--- src/rtl/apb_bridge_arbiter_if.sv ---
// Purpose: requester-side req/gnt bundle plus AHB-lite master signals toward the APB bridge.
// Ports: master modport = arbiter view (drives grants, completions, AHB address/data);
//        slave modport  = environment view (requesters and bridge).
interface apb_bridge_arbiter_if #(
  parameter int NUM_MST = 3
);
  // Requester side
  logic [NUM_MST-1:0]    m_req;
  logic [NUM_MST-1:0]    m_we;
  logic [NUM_MST*32-1:0] m_addr;
  logic [NUM_MST*32-1:0] m_wdata;
  logic [NUM_MST-1:0]    m_gnt;
  logic [NUM_MST-1:0]    m_rvalid;
  logic [NUM_MST-1:0]    m_err;
  logic [31:0]           m_rdata;
  // AHB-lite side toward the bridge
  logic                  hsel;
  logic [31:0]           haddr;
  logic                  hwrite;
  logic [31:0]           hwdata;
  logic                  hready;
  logic [31:0]           hrdata;
  logic                  hresp;

  modport master (
    input  m_req, m_we, m_addr, m_wdata, hready, hrdata, hresp,
    output m_gnt, m_rvalid, m_err, m_rdata, hsel, haddr, hwrite, hwdata
  );

  modport slave (
    output m_req, m_we, m_addr, m_wdata, hready, hrdata, hresp,
    input  m_gnt, m_rvalid, m_err, m_rdata, hsel, haddr, hwrite, hwdata
  );
endinterface

--- src/rtl/apb_bridge_arbiter.sv ---
// Purpose: round-robin share of the APB bridge AHB-lite slave port among NUM_MST req/gnt requesters.
// Latency: hsel 1 cycle after request, m_gnt 1 cycle after address accept, m_rvalid 1 cycle after data-phase hready.
// Backpressure: hready low stretches ADDR/DATA; pending requests wait in IDLE; watchdog aborts a stuck data phase.
// Ports: clk, rstn (async active-low); bus = apb_bridge_arbiter_if.master (requester and AHB-lite signals).
module apb_bridge_arbiter #(
  parameter int NUM_MST = 3,
  parameter int TIMEOUT = 64,
  parameter int TW      = 7
) (
  input  logic                 clk,
  input  logic                 rstn,
  apb_bridge_arbiter_if.master bus
);

  localparam int IW = (NUM_MST > 1) ? $clog2(NUM_MST) : 1;

  typedef enum logic [1:0] {IDLE, ADDR, DATA} state_t;

  state_t               state_q, state_d;
  logic [IW-1:0]        rr_q, rr_d;
  logic [IW-1:0]        owner_q, owner_d;
  logic                 we_q, we_d;
  logic [31:0]          wdata_q, wdata_d;
  logic [TW-1:0]        wdog_q, wdog_d;

  logic                 hsel_q, hsel_d;
  logic [31:0]          haddr_q, haddr_d;
  logic                 hwrite_q, hwrite_d;
  logic [31:0]          hwdata_q, hwdata_d;
  logic [NUM_MST-1:0]   gnt_q, gnt_d;
  logic [NUM_MST-1:0]   rvalid_q, rvalid_d;
  logic [NUM_MST-1:0]   err_q, err_d;
  logic [31:0]          rdata_q, rdata_d;

  // Round-robin pick: search begins just after the last winner and wraps.
  logic                 found;
  logic [IW-1:0]        win;

  always_comb begin
    found = 1'b0;
    win   = '0;
    for (int k = 1; k <= NUM_MST; k++) begin
      if (!found && bus.m_req[(int'(rr_q) + k) % NUM_MST]) begin
        found = 1'b1;
        win   = IW'((int'(rr_q) + k) % NUM_MST);
      end
    end
  end

  always_comb begin
    state_d  = state_q;
    rr_d     = rr_q;
    owner_d  = owner_q;
    we_d     = we_q;
    wdata_d  = wdata_q;
    wdog_d   = wdog_q;
    hsel_d   = hsel_q;
    haddr_d  = haddr_q;
    hwrite_d = hwrite_q;
    hwdata_d = hwdata_q;
    gnt_d    = '0;
    rvalid_d = '0;
    err_d    = '0;
    rdata_d  = rdata_q;

    case (state_q)
      IDLE: begin
        hsel_d = 1'b0;
        if (found) begin
          owner_d  = win;
          rr_d     = win;
          we_d     = bus.m_we[win];
          wdata_d  = bus.m_wdata[32*win +: 32];
          haddr_d  = bus.m_addr[32*win +: 32];
          hwrite_d = bus.m_we[win];
          hsel_d   = 1'b1;
          state_d  = ADDR;
        end
      end

      ADDR: begin
        if (bus.hready) begin
          gnt_d[owner_q] = 1'b1;
          hsel_d         = 1'b0;
          hwdata_d       = wdata_q;
          wdog_d         = '0;
          state_d        = DATA;
        end
      end

      DATA: begin
        wdog_d = wdog_q + 1'b1;
        // wdog_q is zero only in the first data cycle, where the bridge's
        // registered hready still reflects the address phase.
        if ((wdog_q != '0) && bus.hready) begin
          rvalid_d[owner_q] = 1'b1;
          err_d[owner_q]    = bus.hresp;
          rdata_d           = we_q ? 32'h0 : bus.hrdata;
          state_d           = IDLE;
        end else if (wdog_q == TW'(TIMEOUT - 1)) begin
          rvalid_d[owner_q] = 1'b1;
          err_d[owner_q]    = 1'b1;
          rdata_d           = 32'h0;
          state_d           = IDLE;
        end
      end

      default: state_d = IDLE;
    endcase
  end

  always_ff @(posedge clk or negedge rstn) begin
    if (!rstn) begin
      state_q  <= IDLE;
      rr_q     <= IW'(NUM_MST - 1);
      owner_q  <= '0;
      we_q     <= 1'b0;
      wdata_q  <= '0;
      wdog_q   <= '0;
      hsel_q   <= 1'b0;
      haddr_q  <= '0;
      hwrite_q <= 1'b0;
      hwdata_q <= '0;
      gnt_q    <= '0;
      rvalid_q <= '0;
      err_q    <= '0;
      rdata_q  <= '0;
    end else begin
      state_q  <= state_d;
      rr_q     <= rr_d;
      owner_q  <= owner_d;
      we_q     <= we_d;
      wdata_q  <= wdata_d;
      wdog_q   <= wdog_d;
      hsel_q   <= hsel_d;
      haddr_q  <= haddr_d;
      hwrite_q <= hwrite_d;
      hwdata_q <= hwdata_d;
      gnt_q    <= gnt_d;
      rvalid_q <= rvalid_d;
      err_q    <= err_d;
      rdata_q  <= rdata_d;
    end
  end

  assign bus.hsel     = hsel_q;
  assign bus.haddr    = haddr_q;
  assign bus.hwrite   = hwrite_q;
  assign bus.hwdata   = hwdata_q;
  assign bus.m_gnt    = gnt_q;
  assign bus.m_rvalid = rvalid_q;
  assign bus.m_err    = err_q;
  assign bus.m_rdata  = rdata_q;

endmodule

--- src/flat_wrapper.sv ---
// flat-port wrapper written by rule: the top's interface ports become plain ports
module apb_bridge_arbiter_flat 
#(
  parameter int NUM_MST = 3,
  parameter int TIMEOUT = 64,
  parameter int TW      = 7
)
  (clk, rstn, bus_m_req, bus_m_we, bus_m_addr, bus_m_wdata, bus_hready, bus_hrdata, bus_hresp, bus_m_gnt, bus_m_rvalid, bus_m_err, bus_m_rdata, bus_hsel, bus_haddr, bus_hwrite, bus_hwdata);
  apb_bridge_arbiter_if #(.NUM_MST(NUM_MST)) bus_i ();
  input  logic clk;
  input  logic rstn;
  input wire logic [$bits(bus_i.m_req)-1:0] bus_m_req;
  input wire logic [$bits(bus_i.m_we)-1:0] bus_m_we;
  input wire logic [$bits(bus_i.m_addr)-1:0] bus_m_addr;
  input wire logic [$bits(bus_i.m_wdata)-1:0] bus_m_wdata;
  input wire logic [$bits(bus_i.hready)-1:0] bus_hready;
  input wire logic [$bits(bus_i.hrdata)-1:0] bus_hrdata;
  input wire logic [$bits(bus_i.hresp)-1:0] bus_hresp;
  output wire logic [$bits(bus_i.m_gnt)-1:0] bus_m_gnt;
  output wire logic [$bits(bus_i.m_rvalid)-1:0] bus_m_rvalid;
  output wire logic [$bits(bus_i.m_err)-1:0] bus_m_err;
  output wire logic [$bits(bus_i.m_rdata)-1:0] bus_m_rdata;
  output wire logic [$bits(bus_i.hsel)-1:0] bus_hsel;
  output wire logic [$bits(bus_i.haddr)-1:0] bus_haddr;
  output wire logic [$bits(bus_i.hwrite)-1:0] bus_hwrite;
  output wire logic [$bits(bus_i.hwdata)-1:0] bus_hwdata;
  assign bus_i.m_req = bus_m_req;
  assign bus_i.m_we = bus_m_we;
  assign bus_i.m_addr = bus_m_addr;
  assign bus_i.m_wdata = bus_m_wdata;
  assign bus_i.hready = bus_hready;
  assign bus_i.hrdata = bus_hrdata;
  assign bus_i.hresp = bus_hresp;
  assign bus_m_gnt = bus_i.m_gnt;
  assign bus_m_rvalid = bus_i.m_rvalid;
  assign bus_m_err = bus_i.m_err;
  assign bus_m_rdata = bus_i.m_rdata;
  assign bus_hsel = bus_i.hsel;
  assign bus_haddr = bus_i.haddr;
  assign bus_hwrite = bus_i.hwrite;
  assign bus_hwdata = bus_i.hwdata;
  apb_bridge_arbiter #(.NUM_MST(NUM_MST), .TIMEOUT(TIMEOUT), .TW(TW)) u_core (.clk(clk), .rstn(rstn), .bus(bus_i));
endmodule
--- config.mk ---
export PLATFORM = sky130hd
export DESIGN_NAME = apb_bridge_arbiter_flat
export DESIGN_NICKNAME = d
export VERILOG_FILES = /design/src/rtl/apb_bridge_arbiter_if.sv /design/src/rtl/apb_bridge_arbiter.sv /design/src/flat_wrapper.sv
export SDC_FILE = /design/constraint.sdc
export NUM_CORES = 1
export LEC_CHECK = 0
export ABC_CLOCK_PERIOD_IN_PS = 2200
export BUFFER_PORTS_ARGS = -buffer_cell sky130_fd_sc_hd__buf_2
export CORE_MARGIN = 5
export CORE_UTILIZATION = 45
export DETAILED_ROUTE_END_ITERATION = 10
export PLACE_DENSITY = 0.77
export SLEW_MARGIN = 20
export SYNTH_ARGS = -nofsm -noshare
export SYNTH_HDL_FRONTEND = slang
export SYNTH_SLANG_ARGS = --single-unit
export TNS_END_PERCENT = 20
--- constraint.sdc ---
create_clock -name clk -period 2.2 [get_ports clk]
set_input_delay 0.22 -clock clk [delete_from_list [all_inputs] [get_ports clk]]
set_output_delay 0.22 -clock clk [all_outputs]
set_load 0.05 [all_outputs]
* Yosys cells after proc, flatten, opt, wreduce, memory -nomap -nowiden
Cells that the tools add are included.
Cells by class: $add $sub $neg 4, reductions and logical operators 17, equality and inequality tests 6, div/mod/pow operators 3, shift operators 2, $mul 0, mux-type cells 39, bitwise gates (word level) 1, order comparisons 6
Operator list (number):
- indexed part select 96 x 8 -> 32 bit | 2
- less-than comparator 32 x 4 -> 1 bit (second input constant) | 3
- modulo 32 x 3 -> 32 bit (second input constant) | 3
- 2-to-1 mux 32 bit | 3
- 2-to-1 mux 3 bit | 7
- 2-to-1 mux 2 bit | 7
- case mux 7 bit (2 select lines) | 1
- 2-to-1 mux 1 bit | 13
- AND reduction 2 bit | 5
- binary-select mux 1 bit (select 2 bit) | 4
- adder 7 x 1 -> 7 bit (second input constant) | 1
- equality test 7 x 6 -> 1 bit (second input constant) | 1
- 2-to-1 mux 7 bit | 1
- nonzero test 7 bit | 1
- adder 2 x 2 -> 3 bit (second input constant) | 2
- less-than comparator 2 x 3 -> 1 bit (second input constant) | 2
- case mux 2 bit (3 select lines) | 1
- nonzero test 2 bit | 3
- logical AND 1 bit | 4
- adder 2 x 1 -> 3 bit (second input constant) | 1
- AND 3 bit | 1
- inequality test 3 x 1 -> 1 bit (second input constant) | 1
- AND reduction 3 bit | 1
- demux 1 bit (select 2 bit) | 1
- 8 further kinds | 9
Word-level totals: logic and storage cells 91, RAM bits 0, latch bits 0, flip-flop bits (word level) 152, memories 0, memory bits (read-only) 0

* Logic depth before layout (Yosys ltp)
Gate-level depths: netlist (run 1).
depth in word-level cells 14, depth in mapped cells 10

* Least setup slack after synthesis (run 1)
No wires, ideal clock.
path type register to register, from register u_core.rr_q[1], to register u_core.haddr_q[10] (netlist: u_core.bus.haddr[10]), setup time 141 ps, path slack -78 ps, data arrival time 2137 ps, stages on the path, launching flop included 11, cells stage by stage dfstp_2 > inv_1 > ha_1 > buf_4 > mux2i_1 > o21ai_1 > nor2_1 > a311oi_2 > buf_4 > buf_6 > o311ai_1
On the way: word-level cells in the longest chain between the ends 13, elaborated cells on any way between the ends 27, classes of those cells add/sub: 3; div: 3; shift: 1; mux: 15; reduce/logical: 5
RTL lines:
- start: declaration | RTL line apb_bridge_arbiter.sv:20 | logic [IW-1:0] rr_q, rr_d;
- start signal: assignment | RTL line apb_bridge_arbiter.sv:115 | rr_q <= IW'(NUM_MST - 1);
- start signal: assignment | RTL line apb_bridge_arbiter.sv:130 | rr_q <= rr_d;
- adder 2 x 1 -> 3 bit | RTL line apb_bridge_arbiter.sv:43, apb_bridge_arbiter.sv:45
- modulo 32 x 3 -> 32 bit | RTL line apb_bridge_arbiter.sv:43, apb_bridge_arbiter.sv:45
- binary-select mux 1 bit (select 2 bit) | RTL line apb_bridge_arbiter.sv:43 | if (!found && bus.m_req[(int'(rr_q) + k) % NUM_MST]) begin
- 2-to-1 mux 1 bit (not written as such) (2 in series) | RTL line apb_bridge_arbiter.sv:43
- 2-to-1 mux 1 bit | RTL line apb_bridge_arbiter.sv:43
- logical NOT 1 bit | RTL line apb_bridge_arbiter.sv:43
- logical AND 1 bit | RTL line apb_bridge_arbiter.sv:43
- 2-to-1 mux 1 bit | RTL line apb_bridge_arbiter.sv:43
- logical NOT 1 bit | RTL line apb_bridge_arbiter.sv:43
- logical AND 1 bit | RTL line apb_bridge_arbiter.sv:43
- 2-to-1 mux 2 bit or 2-to-1 mux 1 bit (tied branches) | RTL line apb_bridge_arbiter.sv:43
- indexed part select 96 x 8 -> 32 bit or AND reduction 2 bit (tied branches)
- end signal: assignment | RTL line apb_bridge_arbiter.sv:136 | haddr_q <= haddr_d;
- end: declaration | RTL line apb_bridge_arbiter.sv:27 | logic [31:0] haddr_q, haddr_d;
Parallel ways exist; a longest one is shown, timed or not. The select of a mux whose other input is x is not followed. A chain may end at the register's enable or synchronous reset.

* Worst setup path after layout (run 1)
from register u_core.rr_q[1], to register u_core.wdata_q[21]
On the way: word-level cells in the longest chain between the ends 13, elaborated cells on any way between the ends 27, classes of those cells add/sub: 3; div: 3; shift: 1; mux: 15; reduce/logical: 5
RTL lines:
- adder 2 x 1 -> 3 bit | RTL line apb_bridge_arbiter.sv:43, apb_bridge_arbiter.sv:45
- modulo 32 x 3 -> 32 bit | RTL line apb_bridge_arbiter.sv:43, apb_bridge_arbiter.sv:45
- binary-select mux 1 bit (select 2 bit) | RTL line apb_bridge_arbiter.sv:43
- 2-to-1 mux 1 bit (not written as such) (2 in series) | RTL line apb_bridge_arbiter.sv:43
- 2-to-1 mux 1 bit | RTL line apb_bridge_arbiter.sv:43
- logical NOT 1 bit | RTL line apb_bridge_arbiter.sv:43
- logical AND 1 bit | RTL line apb_bridge_arbiter.sv:43
- 2-to-1 mux 1 bit | RTL line apb_bridge_arbiter.sv:43
- logical NOT 1 bit | RTL line apb_bridge_arbiter.sv:43
- logical AND 1 bit | RTL line apb_bridge_arbiter.sv:43
- 2-to-1 mux 2 bit or 2-to-1 mux 1 bit (tied branches) | RTL line apb_bridge_arbiter.sv:43
- indexed part select 96 x 8 -> 32 bit or AND reduction 2 bit (tied branches)
- end signal: assignment | RTL line apb_bridge_arbiter.sv:133 | wdata_q <= wdata_d;
- end: declaration | RTL line apb_bridge_arbiter.sv:23 | logic [31:0] wdata_q, wdata_d;
Parallel ways exist; a longest one is shown, timed or not. The select of a mux whose other input is x is not followed.

==> impl_metrics.toml, run 1 <==
[hold_path]
worstHoldPathCells = 3
hold_class = "in2reg"

[place]
pre_cts_ws_ps = -260
io_buffers = 340
placed_cells = 1523
dpl.hpwl_um = 23300
place.gp.congestion = 0.957

[clock_network]
numCtsBuffers = 17
ctsLongestPathBuffers = 2
path_clk_slew_ps = 70
cts_root_buffer = "clkbuf_16"
tritoncts = "done"
numClockSinks = 151
insertion_delay_ps = 430
cts_max_level = 4

[cells_and_area]
final_common_cell = "buf_2"
area_growth_pct = 40.9
layout_common_cells = "buf_2, nand2_1, dfrtp_1, a211oi_1"
fin_util_pct = 64.6
nNetsFinal = 1537
drive_gt1_share_pct = 42.0
final_cells = 1578

[yosys]
async_flop_share_pct = 100
avgSynthCellArea_sq_um = 9.34
ys.flop_type = "dfrtp_1"
synth_area_sq_mm = 0.00892
ys_warn_count = 0
synthCells = 955
synth_top_area_share_pct = 42.1
ys_top_cells_by_area = "dfrtp_1, nand2_1, a311oi_1"
synth_edf_count = 0
syn_nets = 1195
synth-seq-area-share_pct = 42.4
synth_area_leader_cell = "dfrtp_1"
synth_cell_types = 47
ys_ff_latch = 151

[sta]
final_min_period_over_clock_period_pct = 110
rsz0062_at_grt = "yes"
period_needed_ps = 2420
slew-limit-headroom_pct = 52.6
slew_viol_final = 0
tightest_slew_ps = 709
finClkSkew_ps = 14.1
finalWorstSetupSlack_ps = -221
hold_viol_final = 0
setup_viol = 70
clock.fmax_mhz = 413

[die]
die_y_um = 151
ios = 341
dieArea_sq_mm = 0.0227
coreArea_sq_mm = 0.0195
die_w_um = 151
rows = 51
start_util_pct = 45.8

[critical_path]
critPathRequiredTime_ps = 2490
endpoint_kind = "flop"
crit_buf_inv = 3
path_max_fanout = 9
cp.depth = 9
r2r_cells = 9
start_kind = "flop"
crit_type = "reg2reg"
cp_top_family = "simple AND/OR/NAND/NOR gates"
worst_path_max_delay_cell = "dfstp_2"
max_stage_delay_ps = 540
path_cells = "inv_2 -> ha_4 -> nand2b_4 -> or3b_4 -> and2_4 -> a311oi_4 -> buf_12 -> buf_6 -> o311ai_1"
arrival_ps = 2710

[outcome]
status = "complete, but fails checks"
violations = "setup timing"

[power]
ir_drop_uv = 1000
power_density_mw_per_mm2 = 2050
p_leak_nw = 5.64

[detailed_routing]
dr_total_vias = 9863
wirelength_um = 34900
dr.first_iter.drc_count = 1011
wl_per_cell_um = 22.1
dr.pass1.iters = 6
drc_errors = 0
viasPerCell = 6.25
antenna_left = 0

[global_routing]
antenna_found_initial = 3
grt_max_degree = 68
grt_overflow = 0
grt_pass1_vias = 9567
grt_use_total_pct = 28.4
grt_pass1_wl_um = 51200

[flow_run]
cap_violations = 0
[power by group]
part	leakage [nW]	switching, mW	internal [mW]	total, mW
registers	1.93	0.708	4.04	4.75
logic	3.43	11.3	6.89	18.2
clock network	0.277	1.28	1.58	2.86
total	5.64	13.3	12.5	25.8
[stage by stage]
stage / power (mW) / TNS, ps / instance area (sq um) / hold slack, ps
after floorplan: 15.6 / -67.1 / 9020 / -75.6
after global placement: 20.1 / -7980 / 11400 / 213
after detailed placement: 20.5 / -11280 / 11500 / 215
after CTS: 24.4 / -9820 / 12300 / 20.4
after global routing: 27.1 / -16770 / 12600 / 22.6
final: 25.8 / -12820 / 12600 / 30.2
[cell families after synthesis]
family,count (synthesis),synth area share [%]
adders and majority gates,6,0.842
muxes,36,4.49
DFF,151,42.4
and+or+nand+nor,255,11.8
AOI/OAI and AO/OA,385,34.2
buffers and inverters,121,6.17
xor gates and xnor gates,1,0.0982
[worst paths after layout]
| check | start | to | slack, ps |
|---|---|---|---|
| max in group asynchronous | rstn | u_core.rr_q[1] | 1170 |
| hold reg to reg | u_core.bus.m_rdata[2] | u_core.bus.m_rdata[2] | 480 |
| min in group asynchronous | rstn | u_core.bus.m_rdata[30] | 330 |
| hold / removal | bus_hrdata[18] | u_core.bus.m_rdata[18] | 30 |
| setup / recovery | u_core.rr_q[1] | u_core.wdata_q[21] | -220 |
| setup reg to reg | u_core.rr_q[1] | u_core.wdata_q[21] | -220 |
[layout make-up]
cell class	count	area [sq um]
fill	1580	6890
sequential	151	3780
tap	265	332
timing repair buffer	440	2990
inverter	4	15.0
clock buffer	17	425
antenna	3	7.51
multi-input combinational	683	4880
clock inverter	15	141
[cell usage after synthesis, types with 2 or more instances]
| cell type | n |
|---|---|
| inv_1 | 4 |
| a211oi_1 | 66 |
| o211ai_1 | 65 |
| o2bb2ai_1 | 65 |
| dfrtp_1 | 150 |
| nor2_1 | 13 |
| a21o_1 | 3 |
| a21oi_1 | 5 |
| nand2b_1 | 6 |
| o21ai_2 | 2 |
| buf_4 | 4 |
| ha_1 | 6 |
| nor3_1 | 4 |
| o311ai_0 | 7 |
| clkbuf_1 | 70 |
| buf_6 | 5 |
| nand3b_1 | 4 |
| nand3_1 | 5 |
| buf_2 | 33 |
| or2_1 | 2 |
| o311ai_1 | 58 |
| mux2i_1 | 4 |
| nand2_1 | 207 |
| nand4_1 | 2 |
| clkbuf_2 | 2 |
| o21ai_0 | 41 |
| and3_1 | 2 |
| mux2_2 | 32 |
| nor2b_1 | 3 |
| a311oi_1 | 65 |
| buf_1 | 3 |
| and2_1 | 2 |
[flip-flops by register name (all words and copies together), names as in the netlist]
name	cells
u_core.owner_q	1
u_core.wdog_q	7
u_core.wdata_q	32
u_core.bus.m_rdata	32
u_core.we_q	1
u_core.bus.m_rvalid	3
u_core.bus.m_gnt	3
u_core.bus.m_err	3
u_core.state_q	2
u_core.bus.haddr	32
u_core.bus.hwdata	32
u_core.rr_q	2
u_core.bus.hsel	1
[layer usage]
metal	GRT usage (%)	wire length, um
met1	36.7	13700
met5	0	13
met2	46.1	16400
met3	5.89	3340
met4	12.8	1330
[tightest hold or removal path, delay by kind of cell]
kind,cells,cell delay (ps)
compound gates,1,60
buf+inv,1,90
simple gates,1,40
[timing repair]
item,in CTS,in global routing
hold buffers,1,0
hold endpoints to repair,52,0
endpoints found under the setup margin,100,102
gates cloned,2,7
resized for setup,27,26
buffers inserted,9,1
pin swaps,6,3
Power figures use the tool's default switching activity.
==> run 2: changes to the inputs <==
ABC_AREA = 1   (was default)
CORE_UTILIZATION = 43   (was 45)
RECOVER_POWER = 25   (was default)
==> run 2 against run 1 <==
The flow still finishes with violations (setup timing). Clock skew decreased by 3.4 ps. Wire length decreased by 18%. Synthesized cell count increased by 9.6%. Die area decreased by 8.5%. Critical path type unchanged. Non-clock buffer count decreased by 41. Global-route usage decreased by 3.9 points. Via count decreased by 14%. Power decreased by 8.4%.
==> impl_metrics.toml, run 2 <==
[yosys]
syn_nets = 1287
avgSynthCellArea_sq_um = 7.40
synth_area_leader_cell = "dfrtp_1"
synth-seq-area-share_pct = 48.8
ys_warn_count = 0
synth.most_common_cell = "nand2_1"
yosys-top-cells-count = "nand2_1, nand3_1, dfrtp_1"
synth_top_area_share_pct = 48.4
synthCells = 1047
ys.flop_type = "dfrtp_1"
ys_ff_latch = 151
async_flop_share_pct = 100
synth_cell_types = 26
synth_edf_count = 0
synth_area_sq_mm = 0.00775
ys_top_cells_by_area = "dfrtp_1, nand2_1, nand3_1"

[sta]
finalWorstSetupSlack_ps = -40.4
slew-limit-headroom_pct = 21.8
hold-worst-slack_ps = 17.1
setup_viol = 36
rsz0062_at_grt = "yes"
slew_viol_final = 0
final_min_period_over_clock_period_pct = 102
tightest_slew_ps = 1170
hold_viol_final = 0
clock.fmax_mhz = 446
finClkSkew_ps = 10.8
period_needed_ps = 2240

[critical_path]
rr_endpoint = "u_core.we_q"
path_max_fanout = 7
r2r_slack_ps = -40
r2r_cells = 13
endpoint_kind = "flop"
crit_start = "u_core.rr_q[1]"
r2r_start = "u_core.rr_q[1]"
arrival_ps = 2540
start_kind = "flop"
crit_end = "u_core.we_q"
critPathRequiredTime_ps = 2500
crit_type = "reg2reg"

[cells_and_area]
nNetsFinal = 1643
layout_common_cells = "buf_2, nand2_1, dfrtp_1, inv_1, nand3_1"
area_growth_pct = 45.0
drive_gt1_share_pct = 36.2
final_common_cell = "buf_2"
final_cells = 1651

[detailed_routing]
viasPerCell = 5.16
dr.pass1.iters = 8
wirelength_um = 28700
dr.first_iter.drc_count = 514
antenna_left = 0
dr_total_vias = 8523
drc_errors = 0
wl_per_cell_um = 17.4

[global_routing]
grt_overflow = 0
grt_use_total_pct = 24.5
grt_pass1_wl_um = 39900
grt_pass1_vias = 7879
grt_max_degree = 85
antenna_found_initial = 5

[clock_network]
ctsLongestPathBuffers = 2
numCtsBuffers = 17
tritoncts = "done"
insertion_delay_ps = 430
path_clk_slew_ps = 70
numClockSinks = 151
cts_max_level = 4
cts_root_buffer = "clkbuf_16"

[place]
placed_cells = 1593
dpl.hpwl_um = 18900
place.gp.congestion = 0.932
io_buffers = 340

[die]
die_y_um = 144
dieArea_sq_mm = 0.0208
start_util_pct = 43.5
rows = 49
ios = 341
coreArea_sq_mm = 0.0178
die_w_um = 144

[power]
p_leak_nw = 6.33
ir_drop_uv = 1400
power_density_mw_per_mm2 = 2100

[hold_path]
hold_class = "in2reg"

[outcome]
violations = "setup timing"
status = "complete, but fails checks"

[flow_run]
cap_violations = 0
==> run 2: cell types whose count changed in the layout (fill, tap and decap cells not counted), sizes merged, moves of 32 or more <==
cell,previous run,this run
a21oi,5,115
nor2,13,110
mux2,32,0
a311oi,66,0
a211oi,66,0
inv,11,151
buf,433,385
nand3,5,162
o311ai,65,0
o211ai,65,2
o2bb2ai,65,0
==> run 2: cell families after synthesis <==
kind of cell / count (synthesis) / synth area share [%]
compound gates: 173 / 11.4
fa+ha+maj: 6 / 0.968
buf+inv: 207 / 11.1
flops: 151 / 48.8
simple gates: 510 / 27.8
==> run 2: worst max-delay path, cell delays in order (launching register included) <==
cell,delay [ps]
dfstp_2,580
inv_2,70
ha_1,200
nor2_1,110
nand2_1,60
nand2_1,160
inv_2,70
nor2_4,200
nand2_8,140
nand2_8,150
buf_12,140
nand2_2,40
o211ai_1,100
nand2_1,90
==> run 2: stage by stage <==
stage	TNS [ps]	setup slack (ps)	util [%]	instance area, sq um	power (mW)
floorplan	0	141	-	7750	14.0
global placement	0	10.4	55.5	9900	17.6
detailed placement	-1100	-83.2	55.5	9900	17.8
CTS	-201	-22.2	59.1	10500	21.0
global route	-6830	-173	63.0	11200	25.1
finish	-535	-40.4	63.0	11200	23.6
==> run 2: per-layer routing <==
layer,vias to the layer above,share of wire [%],GRT usage (%)
met4,2,3.3,10.8
li1,4050,-,-
met5,-,0.045,0
met1,3962,37,29.7
met3,78,8.8,5.49
met2,431,50,41.9
==> run 2: power by group <==
group | internal (mW) | total (mW) | switching, mW
registers | 4.12 | 4.80 | 0.680
clock network | 1.49 | 2.78 | 1.29
logic | 5.40 | 16.0 | 10.6
==> run 2: final cells by class <==
type                    instances  area, sq um
fillers                      1576         6600
flip-flops and latches        151         3780
multi-input cells             690         3520
repair buffers                399         2520
inverters                     144          553
clock buffers                  17          425
well taps                     229          287
clock inverters                15          139
diodes                          6         15.0
==> run 2: worst min path at each step <==
stage	start	endpoint	slack (ps)	cells after the start
detailed placement	rstn	u_core.bus.m_rdata[5]	20	1
CTS	bus_hrdata[21]	u_core.bus.m_rdata[21]	0.9	3
finish	bus_hrdata[21]	u_core.bus.m_rdata[21]	20	3
global route	bus_hready	u_core.state_q[0]	2	2
global placement	rstn	u_core.bus.m_rdata[5]	20	1
floorplan	rstn	u_core.bus.haddr[0]	-80	0
==> run 2: what timing repair did <==
action / CTS / global route
gates cloned: 1 / 15
resized for setup: 10 / 99
hold endpoints to repair: 151 / 0
buffers inserted: 0 / 2
endpoints found under the setup margin: 46 / 70
pin swaps: 1 / 20
hold buffers: 2 / 0
==> run 3: changes to the inputs <==
ABC_AREA = default   (was 1)
CORE_UTILIZATION = 45   (was 43)
==> run 3 against run 2 <==
The run still ends with setup timing left. Sequential power shrank 1%. Largest cell class is now multi-input combinational cells. Final cell count shrank 4.4%. Fmax shrank 7.5%. Critical endpoint is now u_core.wdata_q[21].
==> impl_metrics.toml, run 3 (synthesis results as in run 1) <==
[detailed_routing]
wirelength_um = 34900
viasPerCell = 6.27
drc_errors = 0
dr.pass1.iters = 6
dr.first_iter.drc_count = 969
antenna_left = 0
dr_total_vias = 9898
wl_per_cell_um = 22.1

[clock_network]
path_clk_slew_ps = 70
numClockSinks = 151
insertion_delay_ps = 430
cts_root_buffer = "clkbuf_16"
numCtsBuffers = 17
ctsLongestPathBuffers = 2
tritoncts = "done"
cts_max_level = 4

[die]
dieArea_sq_mm = 0.0227
die_y_um = 151
coreArea_sq_mm = 0.0195
die_w_um = 151
start_util_pct = 45.8
rows = 51
ios = 341

[critical_path]
arrival_ps = 2710
cp_top_family = "simple AND/OR/NAND/NOR gates"
r2r_slack_ps = -220
max_stage_delay_ps = 540
path_cells = "inv_2 -> ha_4 -> nand2b_4 -> or3b_4 -> and2_4 -> a311oi_4 -> buf_12 -> buf_6 -> o311ai_1"
crit_type = "reg2reg"
path_max_fanout = 9
endpoint_kind = "flop"
crit_buf_inv = 3
critPathRequiredTime_ps = 2490
worst_path_max_delay_cell = "dfstp_2"
start_kind = "flop"

[sta]
period_needed_ps = 2420
tightest_slew_ps = 1370
rsz0062_at_grt = "yes"
finClkSkew_ps = 12.0
hold-worst-slack_ps = 31.4
hold_viol_final = 0
setup_viol = 70
slew_viol_final = 0
finalWorstSetupSlack_ps = -221
slew-limit-headroom_pct = 8.69
final_min_period_over_clock_period_pct = 110
clock.fmax_mhz = 413

[place]
placed_area_sq_mm = 0.0115
dpl.hpwl_um = 23300
io_buffers = 340
place.gp.congestion = 0.957

[cells_and_area]
drive_gt1_share_pct = 42.0
n_fill_cell = 1583
nNetsFinal = 1537
layout_common_cells = "buf_2, nand2_1, dfrtp_1, a211oi_1"
finish.instance_area_sq_mm = 0.0126
final_common_cell = "buf_2"
area_growth_pct = 40.8

[global_routing]
grt_pass1_vias = 9567
grt_overflow = 0
grt_max_degree = 68
grt_use_total_pct = 28.4
grt_pass1_wl_um = 51200
antenna_found_initial = 3

[power]
ir_drop_uv = 999
p_leak_nw = 5.63
power_density_mw_per_mm2 = 2060

[outcome]
violations = "setup timing"
status = "complete, but fails checks"

[hold_path]
hold_class = "in2reg"

[flow_run]
cap_violations = 0
-- run 3: path summary, 6_finish.rpt --
path                                        from                     end  cells past startpoint
max                               u_core.rr_q[1]      u_core.wdata_q[21]                      9
min                               bus_hrdata[18]  u_core.bus.m_rdata[18]                      3
max reg2reg                       u_core.rr_q[1]      u_core.wdata_q[21]                      9
min reg2reg                u_core.bus.m_rdata[2]   u_core.bus.m_rdata[2]                      2
max in group asynchronous                   rstn          u_core.rr_q[1]                      3
min in group asynchronous                   rstn  u_core.bus.m_rdata[30]                      2
-- run 3: layer usage --
| metal | track usage (%) | vias up | part of all wire (%) |
|---|---|---|---|
| li1 | - | 4425 | - |
| met4 | 12.8 | 2 | 3.7 |
| met1 | 36.7 | 4680 | 39 |
| met2 | 46.1 | 676 | 47 |
| met3 | 5.89 | 115 | 10 |
| met5 | 0 | - | 0.037 |
-- run 3: repair_timing --
action,CTS,global route
hold buffers,1,0
endpoints found under the setup margin,100,102
buffers inserted,9,1
cloned,2,7
endpoints found under the hold margin,52,0
pin swaps,6,3
gates resized for setup,27,26
-- run 3: cell type report --
type                       count  area, sq um  area share, %
clock buffer                  17          425           3.39
sequential                   151         3780           30.1
timing repair buffer         440         2970           23.7
multi-input combinational    683         4880           38.9
tap                          265          332           2.64
clock inverter                15          141           1.13
antenna                        3         7.51         0.0598
inverter                       4         15.0          0.120
-- run 3: power breakdown --
group          total, mW  switching [mW]  internal, mW
Clock               2.86            1.28          1.58
Combinational       18.2            11.3          6.88
Sequential          4.75           0.710          4.04
Total               25.8            13.3          12.5
-- run 3: stage by stage --
stage                     setup TNS (ps)  util (%)  power (mW)  setup slack (ps)  instances
after floorplan                    -67.1         -        15.6             -1.42        955
after global placement             -7980      58.8        20.1              -170       1523
after detailed placement          -11280      58.8        20.5              -260       1523
after CTS                          -9820      63.2        24.4              -179       1567
after global routing              -16770      64.5        27.1              -279       1577
final                             -12680      64.5        25.8              -221       1578
-- run 3: tightest hold or removal path: stages --
cell,delay [ps]
buf_2,90
nand2_1,40
o21ai_0,60
